File: src/rtl/ov_fifo_reader_pkg.sv
// Shared constants for the OV7670 + AL422 FIFO reader: default frame
// geometry, read-pointer reset length and FSM state encodings.
package ov_fifo_reader_pkg;

   localparam int OV_H_PIX_DEF    = 640;
   localparam int OV_V_LINES_DEF  = 480;
   localparam int OV_RRST_CYC_DEF = 4;

   typedef logic [2:0] ov_state_t;

   localparam logic [2:0] ST_IDLE    = 3'd0;
   localparam logic [2:0] ST_WAIT_VS = 3'd1;
   localparam logic [2:0] ST_WRITE   = 3'd2;
   localparam logic [2:0] ST_RRST    = 3'd3;
   localparam logic [2:0] ST_READ    = 3'd4;

endpackage

File: src/rtl/sync_edge_det.sv
// Two-flop synchronizer for an asynchronous level plus a rising-edge
// detector on the synchronized copy.
module sync_edge_det (
   input  logic i_clk,
   input  logic i_rst,
   input  logic i_async,
   output logic o_rise
);

   logic r_meta;
   logic r_sync;
   logic r_prev;

   // Synchronize, then keep one delayed copy for edge detection
   always_ff @(posedge i_clk) begin
      if (i_rst) begin
         r_meta <= 1'b0;
         r_sync <= 1'b0;
         r_prev <= 1'b0;
      end else begin
         r_meta <= i_async;
         r_sync <= r_meta;
         r_prev <= r_sync;
      end
   end

   assign o_rise = r_sync & ~r_prev;

endmodule

File: src/rtl/ov_fifo_reader.sv
// Captures one camera frame into the AL422 FIFO between two vsync rises,
// then reads it back as RGB565 pixels with a ready/valid handshake.
module ov_fifo_reader
   import ov_fifo_reader_pkg::*;
#(
   parameter int H_PIX    = OV_H_PIX_DEF,
   parameter int V_LINES  = OV_V_LINES_DEF,
   parameter int RRST_CYC = OV_RRST_CYC_DEF
) (
   input  logic        sys_clk,
   input  logic        rst,
   input  logic        cfg_done,
   input  logic        OV_vsync,
   input  logic [7:0]  OV_data,
   output logic        OV_wrst,
   output logic        OV_wen,
   output logic        OV_rrst,
   output logic        OV_oe,
   output logic        OV_rclk,
   output logic [15:0] pix_data,
   output logic        pix_valid,
   input  logic        pix_ready,
   output logic        frame_start,
   output logic        frame_done
);

   localparam int XW = (H_PIX > 1) ? $clog2(H_PIX) : 1;
   localparam int YW = (V_LINES > 1) ? $clog2(V_LINES) : 1;
   localparam int CW = (RRST_CYC > 1) ? $clog2(RRST_CYC) : 1;
   localparam logic [XW-1:0] X_LAST = XW'(H_PIX - 1);
   localparam logic [YW-1:0] Y_LAST = YW'(V_LINES - 1);
   localparam logic [CW-1:0] C_LAST = CW'(RRST_CYC - 1);

   ov_state_t     r_state;
   ov_state_t     w_nxt;
   logic          r_wrst;
   logic          r_wen;
   logic          r_rrst;
   logic          r_oe;
   logic          r_rclk;
   logic [CW-1:0] r_cnt;
   logic          r_byte;
   logic [7:0]    r_hi;
   logic [15:0]   r_pdata;
   logic          r_valid;
   logic [XW-1:0] r_x;
   logic [YW-1:0] r_y;

   logic w_rise;
   logic w_xfer;
   logic w_stall;
   logic w_last;
   logic w_first;
   logic w_capture;

   sync_edge_det u_vs_sync (
      .i_clk   (sys_clk),
      .i_rst   (rst),
      .i_async (OV_vsync),
      .o_rise  (w_rise)
   );

   assign w_xfer    = r_valid & pix_ready;
   assign w_stall   = r_valid & ~pix_ready;
   assign w_last    = (r_x == X_LAST) && (r_y == Y_LAST);
   assign w_first   = (r_x == '0) && (r_y == '0);
   // Byte is sampled on the edge that drives rclk 1->0 (data settled
   // after the FIFO's rising rclk).  rclk is never 1 while a pixel is
   // pending, so a capture can never overwrite an unaccepted pixel.
   assign w_capture = (r_state == ST_READ) && r_rclk;

   // Next-state decode; vsync is only looked at in WAIT_VS and WRITE
   always_comb begin
      w_nxt = r_state;
      case (r_state)
         ST_IDLE:    if (cfg_done)           w_nxt = ST_WAIT_VS;
         ST_WAIT_VS: if (w_rise)             w_nxt = ST_WRITE;
         ST_WRITE:   if (w_rise)             w_nxt = ST_RRST;
         ST_RRST:    if (r_cnt == C_LAST)    w_nxt = ST_READ;
         ST_READ:    if (w_xfer && w_last)   w_nxt = ST_WAIT_VS;
         default:                            w_nxt = ST_IDLE;
      endcase
   end

   // State and FIFO control pins, registered from next state so each pin
   // changes in the same cycle as the state
   always_ff @(posedge sys_clk) begin
      if (rst) begin
         r_state <= ST_IDLE;
         r_wrst  <= 1'b1;
         r_wen   <= 1'b0;
         r_rrst  <= 1'b1;
         r_oe    <= 1'b1;
         r_rclk  <= 1'b0;
         r_cnt   <= '0;
      end else begin
         r_state <= w_nxt;
         r_wrst  <= ~((r_state == ST_WAIT_VS) && (w_nxt == ST_WRITE));
         r_wen   <= (w_nxt == ST_WRITE);
         r_rrst  <= (w_nxt != ST_RRST);
         r_oe    <= (w_nxt != ST_READ);
         r_cnt   <= ((r_state == ST_RRST) && (w_nxt == ST_RRST)) ? r_cnt + 1'b1 : '0;
         if ((r_state == ST_RRST) && (w_nxt == ST_RRST))
            r_rclk <= ~r_rclk;
         else if ((r_state == ST_READ) && (w_nxt == ST_READ) && !w_stall)
            r_rclk <= ~r_rclk;
         else
            r_rclk <= 1'b0;
      end
   end

   // Byte pairing, pixel handshake and frame position counters
   always_ff @(posedge sys_clk) begin
      if (rst) begin
         r_byte  <= 1'b0;
         r_hi    <= '0;
         r_pdata <= '0;
         r_valid <= 1'b0;
         r_x     <= '0;
         r_y     <= '0;
      end else if (r_state != ST_READ) begin
         r_byte  <= 1'b0;
         r_valid <= 1'b0;
         r_x     <= '0;
         r_y     <= '0;
      end else begin
         if (w_capture) begin
            r_byte <= ~r_byte;
            if (!r_byte) begin
               r_hi <= OV_data;
            end else begin
               r_pdata <= {r_hi, OV_data};
               r_valid <= 1'b1;
            end
         end
         if (w_xfer) begin
            r_valid <= 1'b0;
            if (r_x == X_LAST) begin
               r_x <= '0;
               r_y <= (r_y == Y_LAST) ? '0 : r_y + 1'b1;
            end else begin
               r_x <= r_x + 1'b1;
            end
         end
      end
   end

   assign OV_wrst     = r_wrst;
   assign OV_wen      = r_wen;
   assign OV_rrst     = r_rrst;
   assign OV_oe       = r_oe;
   assign OV_rclk     = r_rclk;
   assign pix_data    = r_pdata;
   assign pix_valid   = r_valid;
   // Frame markers qualify the actual transfer; suppressed during reset so
   // a reset landing on a transfer cycle never reports a frame edge
   assign frame_start = w_xfer & w_first & ~rst;
   assign frame_done  = w_xfer & w_last & ~rst;

endmodule

File: config.mk
export PLATFORM = sky130hd
export DESIGN_NAME = ov_fifo_reader
export DESIGN_NICKNAME = d
export VERILOG_FILES = /design/src/rtl/ov_fifo_reader_pkg.sv /design/src/rtl/sync_edge_det.sv /design/src/rtl/ov_fifo_reader.sv
export SDC_FILE = /design/constraint.sdc
export NUM_CORES = 1
export LEC_CHECK = 0
export BUFFER_PORTS_ARGS = -buffer_cell sky130_fd_sc_hd__buf_2
export CAP_MARGIN = 20
export CORE_UTILIZATION = 50
export CTS_CLUSTER_SIZE = 20
export DETAILED_ROUTE_END_ITERATION = 6
export GPL_TIMING_DRIVEN = 0
export PLACE_DENSITY_LB_ADDON = 0.08
export SLEW_MARGIN = 25
export SYNTH_ARGS = -nofsm -noshare
export SYNTH_HDL_FRONTEND = slang
export SYNTH_SLANG_ARGS = --single-unit
File: constraint.sdc
create_clock -name sys_clk -period 1.5 [get_ports sys_clk]
set_input_delay 0.15 -clock sys_clk [delete_from_list [all_inputs] [get_ports sys_clk]]
set_output_delay 0.15 -clock sys_clk [all_outputs]
set_load 0.05 [all_outputs]
==> run metrics, run 1 <==
outcome finished, violations left; violated checks DRC, setup timing; CTS tree built; VDD IR-drop max ~0.90 mV; leakage ~1.2 nW; critical path class flip-flop to output pin; Fin Hold WS approximately 0.023 ns; WL final about 5700 um; Die X between 70 and 80 um; initial antenna violation count 0; CTS root buf clkbuf_8; Max FO, Critical Path 3; Sequential Area 0.001194 mm2; CTS H-tree depth 3; synth warn 0; Post-Syn Area approximately 0.0024 mm2; Routed WL per cell 14.61 um; n_diodes 0; die extent in y just over 70 um; Slew headroom between 60% and 70%; Final HPWL DP about 3500 um; clock slew at reported path FFs about 0.070 ns; First-pass DRT Iterations 6; Remaining DRCs 4; num ports 37; Synth cell types 37; share of layout cells above drive strength 1 a little under two fifths; row count 24; Crit. End Element output pin; fin worst setup slack -0.3489 ns; Final Hold Vio Count 0; Final Max Tran Viols 0; reg2reg path depth 6; Global Route Usage Sum about 24%; flop-to-flop setup slack -0.23 ns; clock buffer depth 2; Avg Cell Area, Syn 8.668 um2; CP arrival 1.70 ns; final core area utilization between 70% and 80%; DIE AREA 0.005065 mm2; total CTS buffers 9; max-cap violations 0; WHS Path Cells 2; worst r2r src r_x[0]; post-synth top area share around half; RSZ-0062 raised after global routing yes; Area Overhead vs Synth 36.04%; clk sinks 58; WP data required ~1.4 ns; reg2reg end r_y[5]; WHS Endpoint u_vs_sync.r_meta; fmax 540.8 MHz; first-pass GRT wire length between 9000 and 10000 um; Worst Tran Pin Value between 0.5 and 0.6 ns; Filler cells between 300 and 400; clk_skew between 0.008 and 0.009 ns; FF+latch count, synth 58; pre-CTS setup slack -0.2712 ns; Seq/Total Area, Yosys roughly half; final worst-path cycle share 123.3%; vias in the first global route between 1500 and 2000; Synth Instances approximately 280; total power density per cell area 1010 mW/mm2; Mapped Nets roughly 290; starting DRC count in detailed routing ~160; Placeable Area around 0.0045 mm2; Worst-Skew Late Latency about 0.34 ns; post-route ant nets 0; Tmin final 1.849 ns; final net count 349; starting density of the core 53.47%; grt total ovfl 0; Worst Hold Launch OV_vsync; largest net degree at the start of global routing 18; startpoint types flip-flop; worst min path class input pin to flip-flop; setup violators final 14; Multi-input gate area about 0.0013 mm2; Yosys top cell by area dfxtp_1; ranking of synthesized cells by area dfxtp_1 (49%), nand2_1 (7.7%), a21oi_1 (6.3%); Design Power 3.288 mW; post-DR vias/cell about 5.5; IO buf count 35; RePlAce Congestion 0.7997; Via Count 2115
==> synthesized netlist by cell type <==
cell type  instances
and4_4             1
nand4_1            8
nor3_1             4
nand4b_1           3
nand2_1           49
nand3_1            9
o21ai_1            1
or4_1              4
nand4_4            1
o2bb2ai_1          1
xnor2_1            5
o21ai_0            3
dfxtp_1           58
clkbuf_1          12
o211ai_1           1
o41ai_1            1
a21oi_1           30
nor2_1            26
nor4bb_1           1
inv_1              8
nand2b_1           1
and4_1             3
ha_1               5
a211o_1            1
nor4b_1            1
and4bb_4           1
and2_1             3
nor2b_1            5
buf_2              3
or4b_1             1
xor2_1             5
nor4_1             5
mux2i_1            9
and3_1             1
and4b_1            1
or2_2              1
o31ai_1            4
==> worst max-delay path by stage <==
stage                    start          end  slack [ns]  cells after the start
floorplan            pix_valid  frame_start       -0.09                      4
CTS                     r_x[0]   frame_done       -0.35                      7
finish                  r_x[0]   frame_done       -0.35                      7
global route            r_x[0]   frame_done       -0.43                      7
global placement        r_y[0]        OV_oe       -0.30                      5
detailed placement  r_state[1]       r_x[1]       -0.27                      5
==> state kept, by name, summed over array words and instances, names as in the netlist, 2 cells and up <==
name	flops
r_cnt	2
r_hi	8
r_state	3
r_y	9
r_x	10
pix_data	16
==> per-stage QoR <==
stage          std cells  instance area [um2]  TNS, ns
2_1_floorplan        276                 2482  -0.1805
3_3_place_gp         363                 2723   -6.341
3_5_place_dp         363                 2723   -7.011
4_1_cts              385                 3134   -1.550
5_1_grt              388                 3254   -2.917
6_report             388                 3254   -1.930
==> cell usage in the layout, fill, tap and decap left out, drive strengths merged, types with 2 or more instances in the layout <==
cell,instances
dfxtp,58
buf,52
nand2,49
a21oi,30
nor2,26
clkbuf,19
mux2i,9
nand4,9
nand3,9
inv,8
nor2b,5
xor2,5
xnor2,5
nor4,5
ha,5
nor3,4
o31ai,4
and4,4
or4,4
o21ai,4
and2,3
nand4b,3
bufinv,2
==> worst max-delay path, cell delays in order (launching register included) <==
cell	delay (ns)
dfxtp_4	0.36
ha_4	0.14
and4_4	0.22
and4_1	0.20
clkbuf_8	0.14
nand2b_4	0.06
nor2_4	0.09
buf_8	0.15
==> layer usage <==
metal	up-vias	global-route usage (%)	share of wire [%]
met2	43	38.31	47
met4	0	12.67	2.4
met1	994	31.18	47
li1	1067	-	-
met5	-	0	0
met3	11	4.416	3.4
==> logic make-up (layout without fill, tap and decap cells) <==
logic type / Yosys count / in the layout / share of synthesized area [%]
AND/OR/NAND/NOR: 129 / 129 / 27.88
flip-flops: 58 / 58 / 48.54
AO/OA/AOI/OAI: 42 / 42 / 9.780
buffers and inverters: 23 / 83 / 3.765
XOR/XNOR: 10 / 10 / 3.661
multiplexers: 9 / 9 / 3.766
adder cells (fa/ha/maj): 5 / 5 / 2.615
==> cell type report <==
class                           count  area share [%]
Timing Repair Buffer               49           9.689
Multi-Input combinational cell    195           41.18
Buffer                             10           2.499
Inverter                            8          0.9227
Tap cell                           52           1.999
Sequential cell                    58           36.68
Clock buffer                       12           4.806
Clock inverter                      4           2.230
==> what timing repair did <==
action                                  CTS  global route
gates resized for setup                  39            28
pin swaps                                15            10
hold buffers                              0             0
buffers inserted                         10             3
endpoints found under the hold margin     0             0
endpoints found under the setup margin   45            42
gates cloned                              1             0
==> report_power, final <==
group	total, mW	switching, mW	internal (mW)
Clock	1.66	0.628	1.03
Combinational	0.0708	0.0444	0.0264
Sequential	1.55	0.0111	1.54
Note: power is estimated with default switching activity, not from simulation.
==> run 2: changes to the inputs <==
Clock period 1.5 ns to 1.85 ns, I/O delays scaled along.
==> run 2 against run 1 <==
Effect of this change: the run ends with setup timing left; die area unchanged; first-iteration DRC count decreased by 20%; combinational power decreased by 14%; design area decreased by 7.9%; sequential power decreased by 19%; non-clock buffer count decreased by 5; clock-buffer cell count increased by 1; global-route usage decreased by 2.2 points; utilization decreased by 5.8 points; clock power decreased by 28%; register-to-register slack improved by 0.34 ns; routed wire length decreased by 9.4%; critical path type unchanged; critical endpoint unchanged; largest cell class unchanged.
==> run metrics, run 2 (synthesis results as in run 1) <==
WP data required 1.66 ns (+0.31 ns); n_diodes 0 (unchanged); IO buf count 35 (unchanged); final worst-path cycle share 100.9%; max-cap violations 0 (unchanged); leakage 1.099 nW (-6.9%); WL final 5133 um (-9.4%); Final Hold Vio Count 0 (unchanged); placed instance area 0.002656 mm2 (-2.4%); Global Route Usage Sum 21.92% (-2.2 points); total power density per cell area 837.6 mW/mm2 (-17%); num ports 37 (unchanged); largest net degree at the start of global routing 11 (-7); RePlAce Congestion 0.7704 (-3.7%); Final HPWL DP 3466 um (+0.28%); RSZ-0062 raised after global routing yes; DIE AREA 0.005065 mm2 (unchanged); cts hold-fix bufs 0 (unchanged); violated checks setup timing; CP arrival 1.68 ns (-0.02 ns); Crit. End Element output pin; startpoint types flip-flop; Via Count 2070 (-2.1%); Placeable Area 0.004474 mm2 (unchanged); post-DR vias/cell 5.419 (-0.59%); starting density of the core 53.47% (unchanged); most frequent cells in the layout dfxtp_1 (49), nand2_1 (49), buf_2 (36); clock buffer depth 2 (unchanged); Area Overhead vs Synth 25.26%; CTS tree built; row count 24 (unchanged); Routed WL per cell 13.44 um (-8.0%); initial antenna violation count 0 (unchanged); Filler cells 373 (+15%); starting DRC count in detailed routing 124 (-20%); die extent in y 71.17 um (unchanged); Worst Setup SP r_x[1]; critical path class flip-flop to output pin; worst min path class input pin to flip-flop; vias in the first global route 1931 (-1.6%); Remaining DRCs 0 (-4); clock slew at reported path FFs 0.06 ns (about the same); Worst Tran Pin Value 0.5899 ns (+0.01027 ns); post-layout instance area 0.002997 mm2 (-7.9%); clk sinks 58 (unchanged); First-pass DRT Iterations 4 (-2); Worst-Skew Late Latency 0.33 ns (about the same); VDD IR-drop max 0.6844 mV (-24%); worst r2r src r_x[1]; outcome finished, violations left; CTS root buf clkbuf_8; setup violators final 1 (-13); CTS H-tree depth 3 (unchanged); fmax 535.5 MHz; grt total ovfl 0 (unchanged); Max FO, Critical Path 3 (unchanged); first-pass GRT wire length 8611 um (-7.6%); share of layout cells above drive strength 1 25.76% (-11 points); Largest register FFs 16 (unchanged); Fin Hold WS 0.06578 ns (+0.04316 ns); Slew headroom 60.12% (-1.1 points); Final Max Tran Viols 0 (unchanged); post-route ant nets 0 (unchanged); Die X 71.17 um (unchanged); final core area utilization 66.97% (-5.8 points); Tmin final ~1.9 ns; fin worst setup slack -0.01724 ns (+0.3317 ns); final net count 344 (-1.4%); total CTS buffers 9 (unchanged); Worst Hold Launch OV_vsync; clk_skew 0.006497 ns (-0.002272 ns)
-- run 2: changes by cell type in the layout (fill, tap and decap cells not counted), sizes merged --
| cell | before | now |
|---|---|---|
| clkbuf | 19 | 23 |
| clkinvlp | 1 | 0 |
| bufinv | 2 | 1 |
| buf | 52 | 44 |
-- run 2: worst max-delay path, stage by stage (launching register included) --
cell      delay [ns]
dfxtp_2         0.36
ha_4            0.15
and4_4          0.26
and4_4          0.26
nand2b_4        0.07
nor2_4          0.09
buf_8           0.15
-- run 2: final timing paths --
| kind | to | slack, ns | depth (start not counted) |
|---|---|---|---|
| setup / recovery | frame_done | -0.02 | 6 |
| hold / removal | u_vs_sync.r_meta | 0.07 | 2 |
| setup reg to reg | r_y[6] | 0.11 | 6 |
| hold reg to reg | u_vs_sync.r_sync | 0.44 | 1 |
-- run 2: power breakdown --
group	switching [mW]	total [mW]	internal (mW)
clock network	0.470	1.19	0.723
logic	0.0401	0.0610	0.0208
registers	0.00205	1.26	1.25
-- run 2: layer usage --
| metal | global-route usage, % | share of wire, % |
|---|---|---|
| met2 | 37.04 | 48 |
| met4 | 11.11 | 1.0 |
| met3 | 5.840 | 5.3 |
| met5 | 0 | 0 |
| met1 | 25.54 | 46 |
-- run 2: metrics by stage --
step | power [mW] | std cells | worst slack [ns] | setup TNS, ns
2_1_floorplan | 1.321 | 276 | 0.01706 | 0
3_3_place_gp | 1.346 | 363 | -0.1888 | -0.2283
3_5_place_dp | 1.347 | 363 | -0.2011 | -0.2461
4_1_cts | 2.532 | 383 | -0.001714 | -0.001714
5_1_grt | 2.591 | 382 | -0.05422 | -0.1059
6_report | 2.510 | 382 | -0.01724 | -0.01724
-- run 2: what timing repair did --
action                                  CTS  global route
buffers inserted                          6             0
endpoints found under the setup margin    3            15
pin swaps                                 1             3
resized for setup                        20            11
-- run 2: cell type report --
cell class	count	area (um2)	area share, %
Multi-Input combinational cell	195	1231	41.09
Sequential cell	58	1175	39.21
Timing Repair Buffer	41	236.5	7.891
Clock buffer	13	168.9	5.637
Tap cell	52	65.06	2.171
Buffer	13	55.05	1.837
Clock inverter	2	35.03	1.169
Inverter	8	30.03	1.002
